$ cat config.mk
export PLATFORM = sky130hd
export DESIGN_NAME = alu_1
export DESIGN_NICKNAME = d
export VERILOG_FILES = /design/src/rtl/alu_1.sv
export SDC_FILE = /design/constraint.sdc
export NUM_CORES = 1
export LEC_CHECK = 0
export BUFFER_PORTS_ARGS = -buffer_cell sky130_fd_sc_hd__buf_2
export CORE_AREA = 2 2 39 41
export CTS_CLUSTER_SIZE = 24
export DETAILED_ROUTE_END_ITERATION = 10
export DIE_AREA = 0 0 41 43
export GPL_TIMING_DRIVEN = 1
export PLACE_DENSITY_LB_ADDON = 0.05
export REMOVE_ABC_BUFFERS = 1
export SETUP_SLACK_MARGIN = 0.5
export SLEW_MARGIN = 20
export SYNTH_ARGS = -nofsm -noshare
export SYNTH_HDL_FRONTEND = slang
export SYNTH_SLANG_ARGS = --single-unit
$ cat constraint.sdc
create_clock -name clk -period 0.8 [get_ports clk]
set_clock_uncertainty 0.15 [all_clocks]
set_input_delay 0.08 -clock clk [delete_from_list [all_inputs] [get_ports clk]]
set_output_delay 0.08 -clock clk [all_outputs]
set_load 0.01 [all_outputs]
$ cat src/rtl/alu_1.sv
// Clocked ALU: one result register loads f(p, a, b) every rising edge.
// Asynchronous active-high reset clears the result immediately.
module alu_1 #(
  parameter int unsigned WIDTH = 2
) (
  input  logic             clk,
  input  logic             rst,
  input  logic [WIDTH-1:0] a,
  input  logic [WIDTH-1:0] b,
  input  logic [2:0]       p,
  output logic [WIDTH-1:0] c
);

  localparam logic [2:0] OP_ADD = 3'b000;
  localparam logic [2:0] OP_SUB = 3'b001;
  localparam logic [2:0] OP_AND = 3'b010;
  localparam logic [2:0] OP_OR  = 3'b011;
  localparam logic [2:0] OP_XOR = 3'b100;
  localparam logic [2:0] OP_MUL = 3'b101;
  localparam logic [2:0] OP_SHL = 3'b110;
  localparam logic [2:0] OP_SHR = 3'b111;

  logic [WIDTH-1:0] c_d;
  logic [WIDTH-1:0] c_q;

  // Next result; all arithmetic is unsigned and truncated to WIDTH bits.
  always_comb begin
    c_d = '0;
    case (p)
      OP_ADD:  c_d = WIDTH'(a + b);
      OP_SUB:  c_d = WIDTH'(a - b);
      OP_AND:  c_d = a & b;
      OP_OR:   c_d = a | b;
      OP_XOR:  c_d = a ^ b;
      OP_MUL:  c_d = WIDTH'(a * b);
      OP_SHL:  c_d = WIDTH'(a << 1);
      OP_SHR:  c_d = WIDTH'(a >> 1);
      default: c_d = '0;
    endcase
  end

  always_ff @(posedge clk or posedge rst) begin
    if (rst) c_q <= '0;
    else     c_q <= c_d;
  end

  assign c = c_q;

endmodule

==> flow_summary.yaml <==
critical_path:
  cp-end-kind: "flip-flop"
  start_kind: "primary input"
  crit_buf_inv: 1
  crit_arrival_ps: 960
  cpPeakStageDelay_ps: 270
  worst-setup-path-type: "primary input to flip-flop"
  cpLargestDelayFamily: "compound AO/OA/AOI/OAI gates"
  required_ps: 750
  crit_start: "b[0]"
  crit_chain: "buf_8, ha_4, mux2_4, nand2_2, o21ai_1, a211o_1"
  cpMaxStageDelayCell: "mux2_4"
  worstPathMaxFanout: 5
route:
  drtAntennaViolNets: 0
  vias: 324
  via_per_inst: 4.26
  drtPass1Iterations: 2
  drc: 0
  wl_per_cell_microns: 10.5
  routed_wl_microns: 798
  dr.first_iter.drc_count: 2
die:
  core_sq_mm: 0.00138
  fp.dieW_microns: 41
  die_h_microns: 43
  dieArea_sq_mm: 0.00176
  io_pins: 11
  initial_utilization: 0.239
  row_count: 14
finish:
  largest_reg_flops: 2
  drive_gt1_frac: 0.583
  diodes: 0
  fin_area_sq_um: 568
  fin_nets: 76
  syn_to_final_growth_pct: 72.0
synthesis:
  synth_enable_flop_cells: 0
  synth_top_area_share: 0.189
  synthTopCellsByCount: "ha_1, inv_1, nand2_1, a21oi_1, nand2b_1"
  synth_warnings: 0
  syn_area_sq_um: 330
  avgSynthCellArea_sq_um: 8.47
  synthCells: 39
  synth_cell_type_count: 21
  ys_ff_latch: 2
  synth_top_area_cell: "ha_1"
  synth_area_leaders: "ha_1, dfrtp_1, inv_1"
  seq_area_frac_synth: 0.152
  async_flop_share: 1.00
  dominantRegCellSynth: "dfrtp_1"
placed_design:
  post-place-ws_ps: -561
  post_dp_cell_area_sq_um: 460
  place.gp.congestion: 0.729
  io_buffers: 10
  dpl.hpwl_microns: 644
run:
  maxCapViolations: 0
timing:
  finalSetupViolCount: 4
  fmax_ghz: 0.985
  rsz0062_at_grt: "true"
  drv_slew: 0
  min_period_ps: 1020
  fin_hold_ws_ps: -455
  worstMarginPinSlew_ps: 163
  worst_slack_ps: -216
  post-route-period-util: 1.27
  relSlewSlack: 0.891
  hold_viol_final: 2
worst_hold_path:
  hold_path.class: "primary input to async pin"
clocking:
  path_clk_slew_ps: 30
  cts_sinks: 2
  cts_root_buffer: "clkbuf_4"
  numCtsBuffers: 3
  htreeDepth: 1
  cts_tree: "built"
  postCtsSetupRepairBufs: 0
  max-clock-path-buffers: 2
pwr:
  power.leakage_nw: 0.273
  power_density_mw_per_mm2: 1040
  vdd_drop_max_v: 0.000367
global_route:
  grt_max_degree: 7
  antenna_found_initial: 0
  grt_pass1_wl_microns: 1320
  grt_pass1_vias: 339
  grt_usage: 0.116
  grt-ovfl-total: 0
outcome:
  status: "finished, violations left"
  violations: "negative hold slack, negative setup slack"
through the flow:
stage / hold slack [ps] / util / power [mW] / TNS (ps) / std cells
after CTS: -458 / 0.400 / 0.596 / -660 / 76
after global placement: -223 / 0.333 / 0.328 / -1080 / 73
after floorplan: -329 / - / 0.221 / -753 / 37
final: -455 / 0.410 / 0.591 / -649 / 76
after detailed placement: -220 / 0.333 / 0.328 / -1080 / 73
after global routing: -449 / 0.410 / 0.643 / -741 / 76
placed cells by master, fill, tap and decap left out, types with 3 or more instances in the layout:
cell type,count
a21oi_1,3
buf_6,4
ha_4,3
buf_4,9
clkbuf_4,3
buf_2,6
nand2_1,4
power by group:
| part | total (mW) | leakage, nW | switching (mW) | internal [mW] |
|---|---|---|---|---|
| clock | 0.224 | 0.0138 | 0.0582 | 0.166 |
| sequential | 0.116 | 0.0246 | 0.00203 | 0.114 |
| combinational | 0.251 | 0.235 | 0.108 | 0.143 |
cell families after synthesis:
kind of cell | synth area share
AO/OA/AOI/OAI | 0.148
AND/OR/NAND/NOR | 0.235
XOR/XNOR | 0.129
adder cells (fa/ha/maj) | 0.189
multiplexers | 0.0454
buffers and inverters | 0.102
flip-flops | 0.152
final timing paths:
kind / end / slack, ps / cells past startpoint
worst max-delay path: c[0] / -220 / 6
worst min-delay path: c[1] / -450 / 2
max in group asynchronous: c[0] / 840 / 2
min in group clk: c[1] / 160 / 3
timing repair:
item	CTS	global route
endpoints found under the hold margin	2	2
gates resized for setup	19	2
pin swaps	6	0
setup endpoints to repair	4	4
per-layer routing:
layer / track usage / up-vias / wire length (microns)
met1: 0.147 / 142 / 361
met3: 0.0366 / 0 / 63
li1: - / 173 / -
met5: 0 / - / 0
met4: 0.100 / 0 / 0
met2: 0.150 / 9 / 372
final cells by class:
class | count | area [sq um]
Tap cell | 16 | 20.0
Sequential cell | 2 | 50.0
Multi-Input combinational cell | 30 | 294
Timing Repair Buffer | 20 | 158
Inverter | 5 | 23.8
Fill cell | 157 | 816
Clock buffer | 3 | 22.5
Power figures use the tool's default switching activity.
